==> src/rtl/systolic_pkg.sv <==
// Shared definitions for the systolic MAC array front end: lane geometry,
// write-enable polarity and the skew feeder state encoding.
package systolic_pkg;

  localparam int N_LANES = 4;
  localparam int LANE_DW = 8;

  // Array PEs accumulate while WEN is low.
  localparam logic WEN_ACTIVE = 1'b0;
  localparam logic WEN_IDLE   = 1'b1;

  typedef enum logic [1:0] {
    ST_FILL   = 2'd0,
    ST_STREAM = 2'd1,
    ST_FLUSH  = 2'd2,
    ST_DONE   = 2'd3
  } feeder_state_e;

endpackage

==> src/rtl/systolic_skew_feeder_skew_line.sv <==
// One lane delay line: DEPTH register stages carrying {wen, data}. Idle stages
// hold wen=idle and data=0 so the array edge never sees stale operands.
module skew_line
  import systolic_pkg::*;
#(
  parameter int DEPTH = 1,
  parameter int DW    = 8
) (
  input  logic          clk,
  input  logic          rst,
  input  logic          clr_i,
  input  logic          wen_i,
  input  logic [DW-1:0] data_i,
  output logic          wen_o,
  output logic [DW-1:0] data_o
);

  logic [DEPTH-1:0] wen_q;
  logic [DW-1:0]    data_q [DEPTH];

  always_ff @(posedge clk or negedge rst) begin
    if (!rst) begin
      wen_q <= {DEPTH{WEN_IDLE}};
      for (int k = 0; k < DEPTH; k++) data_q[k] <= '0;
    end else if (clr_i) begin
      wen_q <= {DEPTH{WEN_IDLE}};
      for (int k = 0; k < DEPTH; k++) data_q[k] <= '0;
    end else begin
      wen_q[0]  <= wen_i;
      data_q[0] <= data_i;
      for (int k = 1; k < DEPTH; k++) begin
        wen_q[k]  <= wen_q[k-1];
        data_q[k] <= data_q[k-1];
      end
    end
  end

  assign wen_o  = wen_q[DEPTH-1];
  assign data_o = data_q[DEPTH-1];

endmodule

==> src/rtl/systolic_skew_feeder.sv <==
// Buffers one tile of row vectors, then streams it gap-free into the array edge
// with lane i delayed i cycles, followed by an N-cycle flush and a done pulse.
module systolic_skew_feeder
  import systolic_pkg::*;
#(
  parameter int N        = N_LANES,
  parameter int DW       = LANE_DW,
  parameter int TILE_LEN = 4
) (
  input  logic          clk,
  input  logic          rst,
  input  logic          soft_clr,
  input  logic          in_valid,
  output logic          in_ready,
  input  logic [N*DW-1:0] in_data,
  input  logic          in_last,
  output logic [N*DW-1:0] feed_data,
  output logic [N-1:0]  feed_wen,
  output logic          busy,
  output logic          done,
  output logic [1:0]    state_dbg
);

  localparam int CW = $clog2(TILE_LEN + 1);
  localparam int FW = $clog2(N + 1);
  localparam int AW = (TILE_LEN > 1) ? $clog2(TILE_LEN) : 1;

  feeder_state_e state_q, state_d;
  logic [CW-1:0] count_q, count_d;
  logic [CW-1:0] len_q, len_d;
  logic [CW-1:0] rd_q, rd_d;
  logic [FW-1:0] flush_q, flush_d;
  logic [N*DW-1:0] buf_q [TILE_LEN];

  logic          accept;
  logic          tile_end;
  logic [N-1:0]  line_wen;
  logic [N*DW-1:0] line_data;

  // Handshake: a vector transfers on a clock edge where in_valid and in_ready
  // are both high; in_ready depends only on state, never on in_valid.
  assign accept   = in_valid && (state_q == ST_FILL);
  assign tile_end = accept && (in_last || (count_q == CW'(TILE_LEN - 1)));

  always_ff @(posedge clk or negedge rst) begin
    if (!rst) state_q <= ST_FILL;
    else      state_q <= state_d;
  end

  always_comb begin
    state_d = state_q;
    unique case (state_q)
      ST_FILL:   if (tile_end) state_d = ST_STREAM;
      ST_STREAM: if (rd_q == len_q - CW'(1)) state_d = ST_FLUSH;
      ST_FLUSH:  if (flush_q == FW'(N - 1)) state_d = ST_DONE;
      ST_DONE:   state_d = ST_FILL;
      default:   state_d = ST_FILL;
    endcase
    if (soft_clr) state_d = ST_FILL;
  end

  always_comb begin
    in_ready  = (state_q == ST_FILL);
    busy      = (state_q != ST_FILL);
    done      = (state_q == ST_DONE);
    state_dbg = state_q;
    line_wen  = {N{WEN_IDLE}};
    line_data = '0;
    if (state_q == ST_STREAM) begin
      line_wen  = {N{WEN_ACTIVE}};
      line_data = buf_q[rd_q[AW-1:0]];
    end
  end

  always_comb begin
    count_d = count_q;
    len_d   = len_q;
    rd_d    = rd_q;
    flush_d = flush_q;
    if (soft_clr) begin
      count_d = '0;
      rd_d    = '0;
      flush_d = '0;
    end else begin
      unique case (state_q)
        ST_FILL: begin
          if (accept) count_d = count_q + CW'(1);
          if (tile_end) begin
            len_d = count_q + CW'(1);
            rd_d  = '0;
          end
        end
        ST_STREAM: begin
          rd_d    = rd_q + CW'(1);
          flush_d = '0;
        end
        ST_FLUSH: flush_d = flush_q + FW'(1);
        ST_DONE: begin
          count_d = '0;
          rd_d    = '0;
        end
        default: ;
      endcase
    end
  end

  always_ff @(posedge clk or negedge rst) begin
    if (!rst) begin
      count_q <= '0;
      len_q   <= '0;
      rd_q    <= '0;
      flush_q <= '0;
    end else begin
      count_q <= count_d;
      len_q   <= len_d;
      rd_q    <= rd_d;
      flush_q <= flush_d;
    end
  end

  // Tile storage needs no reset: it is only read after being written.
  always_ff @(posedge clk) begin
    if (accept && !soft_clr) buf_q[count_q[AW-1:0]] <= in_data;
  end

  for (genvar i = 0; i < N; i++) begin : g_lane
    skew_line #(
      .DEPTH (i + 1),
      .DW    (DW)
    ) u_line (
      .clk    (clk),
      .rst    (rst),
      .clr_i  (soft_clr),
      .wen_i  (line_wen[i]),
      .data_i (line_data[i*DW +: DW]),
      .wen_o  (feed_wen[i]),
      .data_o (feed_data[i*DW +: DW])
    );
  end

endmodule

==> config.mk <==
export PLATFORM = sky130hd
export DESIGN_NAME = systolic_skew_feeder
export DESIGN_NICKNAME = d
export VERILOG_FILES = /design/src/rtl/systolic_pkg.sv /design/src/rtl/systolic_skew_feeder_skew_line.sv /design/src/rtl/systolic_skew_feeder.sv
export SDC_FILE = /design/constraint.sdc
export NUM_CORES = 1
export LEC_CHECK = 0
export CAP_MARGIN = 20
export CORE_ASPECT_RATIO = 1.2
export CORE_MARGIN = 5
export CORE_UTILIZATION = 40
export CTS_CLUSTER_SIZE = 20
export DETAILED_ROUTE_END_ITERATION = 10
export PLACE_DENSITY = 0.59
export SETUP_SLACK_MARGIN = 0.05
export SYNTH_ARGS = -nofsm -noshare
export SYNTH_HDL_FRONTEND = slang
export SYNTH_SLANG_ARGS = --single-unit
export TNS_END_PERCENT = 5
==> constraint.sdc <==
create_clock -name clk -period 4.3 [get_ports clk]
set_input_delay 0.645 -clock clk [delete_from_list [all_inputs] [get_ports clk]]
set_output_delay 0.645 -clock clk [all_outputs]
set_load 0.05 [all_outputs]
==> impl_results.md, run 1 <==
- Hold_buf cts: 0
- Post-DR wirelength/cell: 17.1 um
- Clock Sinks: 226
- Most frequent cells after synthesis: 128 x edfxtp_1, 94 x dfrtp_1, 51 x nor2b_1
- Clock tree from TritonCTS: done
- Clock-pin slew on the worst setup and hold paths: 60 ps
- Largest stage delay on the critical path: 790 ps
- Remaining Overflow, GRT: 0
- Fin crit period: 2830 ps
- Outcome: completed
- Crit path max-delay family: buffers and inverters
- Reg area: 6300 um2
- Maximum VDD drop: 323 uV
- Synth warn: 0
- Worst Skew: 7.17 ps
- Critical-path cell list: inv_1 -> ha_1 -> inv_1 -> clkdlybuf4s50_1
- Area of the multi-input gates: ~1800 um2
- Initial Util: 40.4%
- Clock latency at the later pin of the worst-skew pair: 480 ps
- Worst Tran Pin Value: 954 ps
- Top cells by area, synth: edfxtp_1 46%, dfrtp_1 28%, mux4_2 8.6%
- Share of cells above drive strength 1: 16.3%
- Buf+Inv Stages, Crit Path: 3
- RSZ-0062 raised after global routing: false
- Asr flop ratio synth: 43.4%
- Final hold viol count: 0
- Startpoint types: flop
- Placed Cells: 768
- Die ar.: 24100 um2
- Power Dens Cells: about 540 nW/um2
- HP Class: in -> async
- CP max stage cell: clkdlybuf4s50_1
- Avg Inst Size Synth: 18.1 um2
- Clk buf depth: 3
- Flops & latches, synth: ~230
- Die Y: around 170 um
- Inserted Diodes: 0
- Nets: 571
- Largest net degree at the start of global routing: between 70 and 80
- Max FO, Critical Path: 6
- Root Driver: clkbuf_16
- Max Clock Freq: roughly 0.35 GHz
- Post-route DRC: 0
- Post-synth top area cell: edfxtp_1
- Max-cap viol count: 0
- Pleak: 3.78 nW
- Setup bufs post-CTS: 0
- Placed Area: 9260 um2
- Post-synth EDFFs: 128
- TritonCTS Buffers: 21
- Syn Inst Count: 465
- Post-synthesis sequential area ratio: 74.9%
- Max-slew headroom: 36.4%
- Gpl congestion: approximately 0.75
- Vias in the first global route: just over 4000
- CTS H-tree depth: 1
- DRT antenna net count: 0
- Max-slew violation count: 0
- Critical Path RT: 3650 ps
- DIE WIDTH: 142 um
- Total track usage: 11.9%
- Setup TNS: 0 ps
- Port Buffers: 77
- Post-route insts no fill: 805
- Synth Flop Type: edfxtp_1
- DRT iter0 DRCs: 242
- Ports: slightly below 80
- Final worst-path cycle share: 65.8%
- Crit path top cell by count: inv_1
- Worst path arrival time: between 2000 and 2500 ps
- Vias per cell: 4.66
- Count of cell types in the netlist: 34
- Initial antenna violation count: 0
- Most common cell in the netlist: edfxtp_1
- Cell area after synthesis: 8420 um2
- Worst Setup End Kind: output port
- DP Wirelength: about 8200 um
- Post-Route WL: 13800 um
- Post-CTS sizing: 0
- Post-Layout Inst Area: 9930 um2
- Core Region: 20800 um2
- First-pass GRT wire length: 22500 um
- Routed via count: 3754
- Post-synth top area share: between 40 and 50%
- Site Rows: between 50 and 60
- Critical path type: reg -> out
- Fillers: 1732
- Layout area overhead: 18.0%
- Final Setup Violations: 0
- Pre-antenna DRT Iters: 4
- Syn nets: 515
[path summary, 6_finish.rpt]
kind                                             startpoint                          end  slack [ps]  cells after the start
worst min register to register  g_lane[3].u_line.data_q[17]   g_lane[3].u_line.data_q[9]         450                      1
min in group clk                g_lane[3].u_line.data_q[17]   g_lane[3].u_line.data_q[9]         450                      1
worst max register to register                 state_dbg[0]                  buf_q[2][7]        1850                      4
max in group asynchronous                               rst  g_lane[1].u_line.data_q[11]        3080                      2
worst min-delay path                                    rst   g_lane[1].u_line.data_o[5]         270                      1
worst max-delay path                           state_dbg[0]                         busy        1470                      4
[layout by cell type, fill, tap and decap left out, types with 2 or more instances in the layout]
cell             count
a21oi_1              3
a22oi_1              2
and2_1              32
and3_2               4
buf_4                4
clkbuf_1             3
clkbuf_16           22
clkbuf_8             3
clkdlybuf4s50_1     75
clkinv_2             5
clkinvlp_4           2
dfrtp_1             92
dfrtp_2              2
dfstp_2              4
edfxtp_1           128
ha_1                13
inv_1               10
mux2i_1              5
mux4_2              32
nand2_1              5
nand2b_1             2
nor2_1              12
nor2b_1             50
nor3_1               2
o21ai_1              4
or2_1                3
[where the power goes]
group	switching, mW	internal [mW]
Combinational	0.518	0.475
Sequential	0.124	2.48
Clock	0.748	1.05
[kinds of logic (layout without fill, tap and decap cells)]
family	Yosys count	after routing	synth area share [%]
fa+ha+maj	13	13	1.93
compound gates	12	12	0.951
xor+xnor	3	3	0.714
buf+inv	58	128	4.04
mux	39	39	9.47
flops	226	226	74.9
simple gates	114	114	8.03
[through the flow]
step           worst slack [ps]  power [mW]  hold WS [ps]  utilization [%]
2_1_floorplan              1410        3.39           349                -
3_5_place_dp               1640        3.67           447             44.4
6_report                   1470        5.39           265             47.7
5_1_grt                    1360        5.64           375             47.7
4_1_cts                    1440        5.48           317             47.7
3_3_place_gp               1720        3.64           441             44.4
[area by class of cell]
cell class	instances	share of cell area (%)
Sequential cell	226	63.5
Multi-Input combinational cell	181	18.0
Tap cell	270	3.40
Clock buffer	28	6.07
Timing Repair Buffer	80	7.91
Inverter	11	0.416
Clock inverter	9	0.743
[worst reg2reg max path: stages (launching register included)]
cell and delay (ps):
dfrtp_1 440, inv_1 110, ha_1 290, nor2b_1 370, and3_2 850
[flip-flops by register name, summed over array words and instances (netlist names)]
name	count
buf_q	128
g_lane.u_line.data_o	32
rd_q	3
g_lane.u_line.wen_q	4
flush_q	3
len_q	3
g_lane.u_line.data_q	48
state_dbg	2
count_q	3
[routing by layer]
metal  track usage (%)  vias up  wire length [um]
met5                 0        -                 0
met1              15.9     1907              5770
met3              1.89       23               572
met2              19.9       80              7100
li1                  -     1744                 -
met4              3.80        0               351
Power figures use the tool's default switching activity.
==> inputs of run 2 (changes only) <==
Settings changed: PLACE_DENSITY 0.59 to 0.61.
Clock period 4.3 ns to 2.4 ns, I/O delays scaled along.
==> impl_results.md, run 2 (synthesis results as in run 1) <==
- Max-slew violation count: 0
- Post-Route WL: 13800 um
- Final Setup Violations: 0
- Critical path type: reg -> out
- Initial Util: 40.4%
- Max Clock Freq: 0.451 GHz
- Maximum VDD drop: 632 uV
- Internal power: 7.43 mW
- Initial antenna violation count: 0
- Die ar.: 24100 um2
- Largest register FFs: 128
- Reg area: 6300 um2
- Startpoint types: flop
- CTS H-tree depth: 1
- Core Util, Final: about half
- WHS Path Cells: 3
- HP Class: in -> reg
- Pre-antenna DRT Iters: 4
- Port Buffers: 77
- Leading cell type in the layout, fill and taps excluded: edfxtp_1
- Placed Area: 9420 um2
- Vias in the first global route: 4195
- RSZ-0062 raised after global routing: false
- DP Wirelength: 8830 um
- Largest net degree at the start of global routing: 47
- First-pass GRT wire length: 22700 um
- Remaining Overflow, GRT: 0
- Pleak: 3.90 nW
- Max FO, Critical Path: 6
- Clock latency at the later pin of the worst-skew pair: ~500 ps
- Flop pwr share: 46.2%
- Comb power frac: approximately a fifth
- Area of the multi-input gates: between 1500 and 2000 um2
- Max-slew headroom: 61.0%
- Setup TNS: 0 ps
- Share of cells above drive strength 1: between 15 and 20%
- DRT antenna net count: 0
- Power share of the clock group: 34.4%
- Clock Sinks: 226
- Final worst-path cycle share: 92.4%
- Nets: 584
- Die Y: approximately 170 um
- Final hold viol count: 0
- WHS: 364 ps
- Clk buf depth: 3
- Outcome: completed
- Clock-pin slew on the worst setup and hold paths: 60 ps
- Worst Setup End Kind: output port
- Post-Layout Inst Area: 10200 um2
- DRT iter0 DRCs: 228
- Worst Tran Pin Value: around 590 ps
- Worst path arrival time: roughly 1900 ps
- Root Driver: clkbuf_16
- Clock tree from TritonCTS: done
- Vias per cell: 4.65
- TritonCTS Buffers: 22
- Site Rows: 58
- Post-route DRC: 0
- Post-DR wirelength/cell: 16.8 um
- Routed via count: 3810
- Gpl congestion: 0.717
- Most frequent cells in the layout: 128 x edfxtp_1, 92 x dfrtp_1, 72 x clkdlybuf4s50_1
- Total track usage: 12.0%
- Core Region: approximately 21000 um2
- Critical Path RT: 2040 ps
- FF-to-FF path depth: 5
- Fin crit period: 2220 ps
- Power Dens Cells: approximately 980 nW/um2
- Ports: 78
- DIE WIDTH: 142 um
- Layout area overhead: 20.8%
- Max-cap viol count: 0
- Fillers: about 1700
- Inserted Diodes: 0
- Switch Pwr: ~2.5 mW
- Worst Skew: 8.41 ps
- Switch share: 25.5%
==> run 2: cell types whose count changed in the layout (fill, tap and decap cells not counted), sizes merged <==
| cell | before | now |
|---|---|---|
| buf | 5 | 16 |
| clkdlybuf4s50 | 75 | 72 |
| dlygate4sd2 | 0 | 3 |
| clkbuf | 28 | 30 |
| clkinvlp | 2 | 0 |
| bufinv | 1 | 2 |
| dlygate4sd3 | 0 | 1 |
| inv | 11 | 12 |
==> run 2: timing repair <==
item | CTS | global route
setup endpoints to repair | 3 | 0
hold endpoints to repair | 40 | 0
gates resized for setup | 3 | 0
setup buffers | 0 | 0
hold buffers | 1 | 0
==> run 2: power groups by stage <==
stage               Combinational, mW  Clock, mW  Sequential (mW)
floorplan                        1.34          0             4.73
global route                     2.11       3.71             4.64
global placement                 1.98          0             4.68
CTS                              1.98       3.53             4.62
detailed placement               2.00          0             4.69
finish                           1.94       3.43             4.60
==> run 2: through the flow <==
step	instances	setup slack, ps	total power, mW
after floorplan	465	23.7	6.07
after global placement	779	336	6.66
after detailed placement	779	244	6.69
after CTS	819	159	10.1
after global routing	819	50.1	10.5
final	819	182	9.97
==> run 2: worst paths after layout <==
| path | endpoint | slack (ps) | from |
|---|---|---|---|
| setup / recovery | in_ready | 180 | state_dbg[0] |
| hold / removal | count_q[0] | 360 | soft_clr |
| setup reg to reg | buf_q[2][3] | 240 | state_dbg[0] |
| hold reg to reg | g_lane[3].u_line.data_q[17] | 460 | g_lane[3].u_line.data_q[25] |
| max in group asynchronous | g_lane[3].u_line.data_q[15] | 1340 | rst |
| min in group asynchronous | g_lane[2].u_line.data_o[6] | 400 | rst |
==> run 2: final cells by class <==
class | count | share of cell area [%]
Multi-Input combinational cell | 181 | 17.6
Tap cell | 270 | 3.32
Clock buffer | 30 | 6.19
Clock inverter | 9 | 1.05
Inverter | 11 | 0.406
Sequential cell | 226 | 62.0
Timing Repair Buffer | 92 | 9.46
==> run 2: routing by layer <==
layer	up-vias	GRT usage (%)	routed length (um)
li1	1774	-	-
met1	1948	14.8	5470
met2	69	21.2	7400
met3	19	2.66	661
met4	0	3.72	250
met5	-	0	0
==> run 2: critical path, stage by stage, from the launching register on <==
cell           delay, ps
dfrtp_1              440
inv_1                120
ha_2                 250
dlygate4sd2_1        550
==> inputs of run 3 (changes only) <==
Settings changed: CORE_MARGIN 5 to 3.
==> impl_results.md, run 3 (synthesis results as in run 1) <==
- Outcome: completed
- Fin crit period: approximately 2200 ps
- Initial Util: around two fifths
- Port Buffers: 77
- Routed via count: 3861
- Reg area: 6300 um2
- Fillers: 1658
- Root Driver: clkbuf_16
- Worst path arrival time: 1860 ps
- Total track usage: 12.6%
- Max-slew violation count: 0
- Clock latency at the later pin of the worst-skew pair: 500 ps
- Critical path type: reg -> out
- Ports: ~80
- TritonCTS Buffers: 23
- Final worst-path cycle share: between 90% and 100%
- Clock tree from TritonCTS: done
- Share of cells above drive strength 1: 18.8%
- Post-Route WL: ~14000 um
- Clock Sinks: ~230
- Setup TNS: 0 ps
- Area of the multi-input gates: between 1500 and 2000 um2
- Max FO, Critical Path: 6
- DRT antenna net count: 0
- Pre-antenna DRT Iters: 4
- Max-slew headroom: 65.1%
- Final hold viol count: 0
- Pwr Total: 10.3 mW
- HP Class: in -> reg
- Post-route insts no fill: 814
- CTS H-tree depth: 1
- Switch Pwr: 2.60 mW
- First-pass GRT wire length: 22700 um
- Startpoint types: flop
- Largest net degree at the start of global routing: 63
- Layout area overhead: 21.3%
- Clk buf depth: 3
- Post-DR wirelength/cell: approximately 17 um
- Nets: 582
- RSZ-0062 raised after global routing: false
- Maximum VDD drop: 679 uV
- Worst Tran Pin Value: 522 ps
- Die Y: 165 um
- Comb power frac: 18.9%
- Power share of the clock group: about 37%
- Critical Path RT: 2040 ps
- Inserted Diodes: 0
- DIE WIDTH: 138 um
- Clock-pin slew on the worst setup and hold paths: 60 ps
- Core Region: ~20000 um2
- Worst Skew: 8.63 ps
- Remaining Overflow, GRT: 0
- Die ar.: 22800 um2
- Vias in the first global route: 4226
- Most frequent cells in the layout: 128 x edfxtp_1, 92 x dfrtp_1, 72 x clkdlybuf4s50_1
- Switch share: 25.4%
- DP Wirelength: 8490 um
- Final Setup Violations: 0
- Leading cell type in the layout, fill and taps excluded: edfxtp_1
- Initial antenna violation count: 0
- Gpl congestion: 0.746
- Max-cap viol count: 0
- Power Dens Cells: 1010 nW/um2
- Post-route DRC: 0
- Flop pwr share: 44.4%
- Largest register FFs: 128
- Worst Setup End Kind: output port
- Placed Cells: 771
- Setup bufs post-CTS: 0
- Internal power: about 7.7 mW
- Site Rows: 57
- Pleak: about 4 nW
- DRT iter0 DRCs: 171
- Max Clock Freq: 0.451 GHz
- Vias per cell: 4.74
-- run 3: changes by cell type in the layout (fill, tap and decap cells not counted), sizes merged --
| cell | before | now |
|---|---|---|
| clkinvlp | 0 | 4 |
| clkbuf | 30 | 24 |
| buf | 16 | 13 |
| clkinv | 6 | 8 |
| bufinv | 2 | 5 |
-- run 3: path summary, 6_finish.rpt --
kind	startpoint	end	slack [ps]	cells after the start
worst max-delay path	state_dbg[0]	busy	180	4
worst min-delay path	soft_clr	count_q[1]	150	2
worst max register to register	state_dbg[0]	buf_q[3][18]	420	5
worst min register to register	g_lane[3].u_line.data_q[8]	g_lane[3].u_line.data_o[0]	460	1
max in group asynchronous	rst	g_lane[3].u_line.wen_q[3]	1530	3
min in group asynchronous	rst	g_lane[1].u_line.data_q[12]	260	2
-- run 3: what timing repair did --
action,4_1_cts,5_1_grt
endpoints found under the hold margin,13,0
setup endpoints to repair,3,0
gates resized for setup,3,0
hold buffers,1,0
-- run 3: power by group through the flow --
| stage | Sequential (mW) | Clock, mW | Combinational, mW |
|---|---|---|---|
| after floorplan | 4.73 | 0 | 1.34 |
| after global placement | 4.62 | 0 | 1.97 |
| after detailed placement | 4.64 | 0 | 2.00 |
| after CTS | 4.57 | 3.86 | 1.99 |
| after global routing | 4.59 | 4.03 | 2.12 |
| final | 4.56 | 3.76 | 1.94 |
-- run 3: metrics by stage --
| stage | hold slack (ps) | worst slack (ps) | area, um2 | utilization, % |
|---|---|---|---|---|
| floorplan | 64.4 | 23.7 | 8420 | - |
| global placement | 240 | 487 | 9390 | 45.9 |
| detailed placement | 242 | 422 | 9390 | 45.9 |
| CTS | 133 | 160 | 10200 | 49.9 |
| global route | 136 | 50.4 | 10200 | 49.9 |
| finish | 152 | 181 | 10200 | 49.9 |
-- run 3: routing by layer --
layer	global-route usage, %	wire length (um)
met1	15.2	5660
met2	22.9	7500
met3	2.43	619
met4	4.13	333
met5	0	0
-- run 3: worst max-delay path, stage by stage, from the launching register on --
cell	delay (ps)
dfrtp_1	450
inv_1	100
ha_2	230
inv_1	60
dlygate4sd2_1	520
-- run 3: final cells by class --
cell class,instances,share of cell area [%]
timing repair buffer,89,9.08
clock inverter,18,2.23
inverter,11,0.404
clock buffer,24,5.77
multi-input combinational,181,17.5
sequential,226,61.7
tap,265,3.25
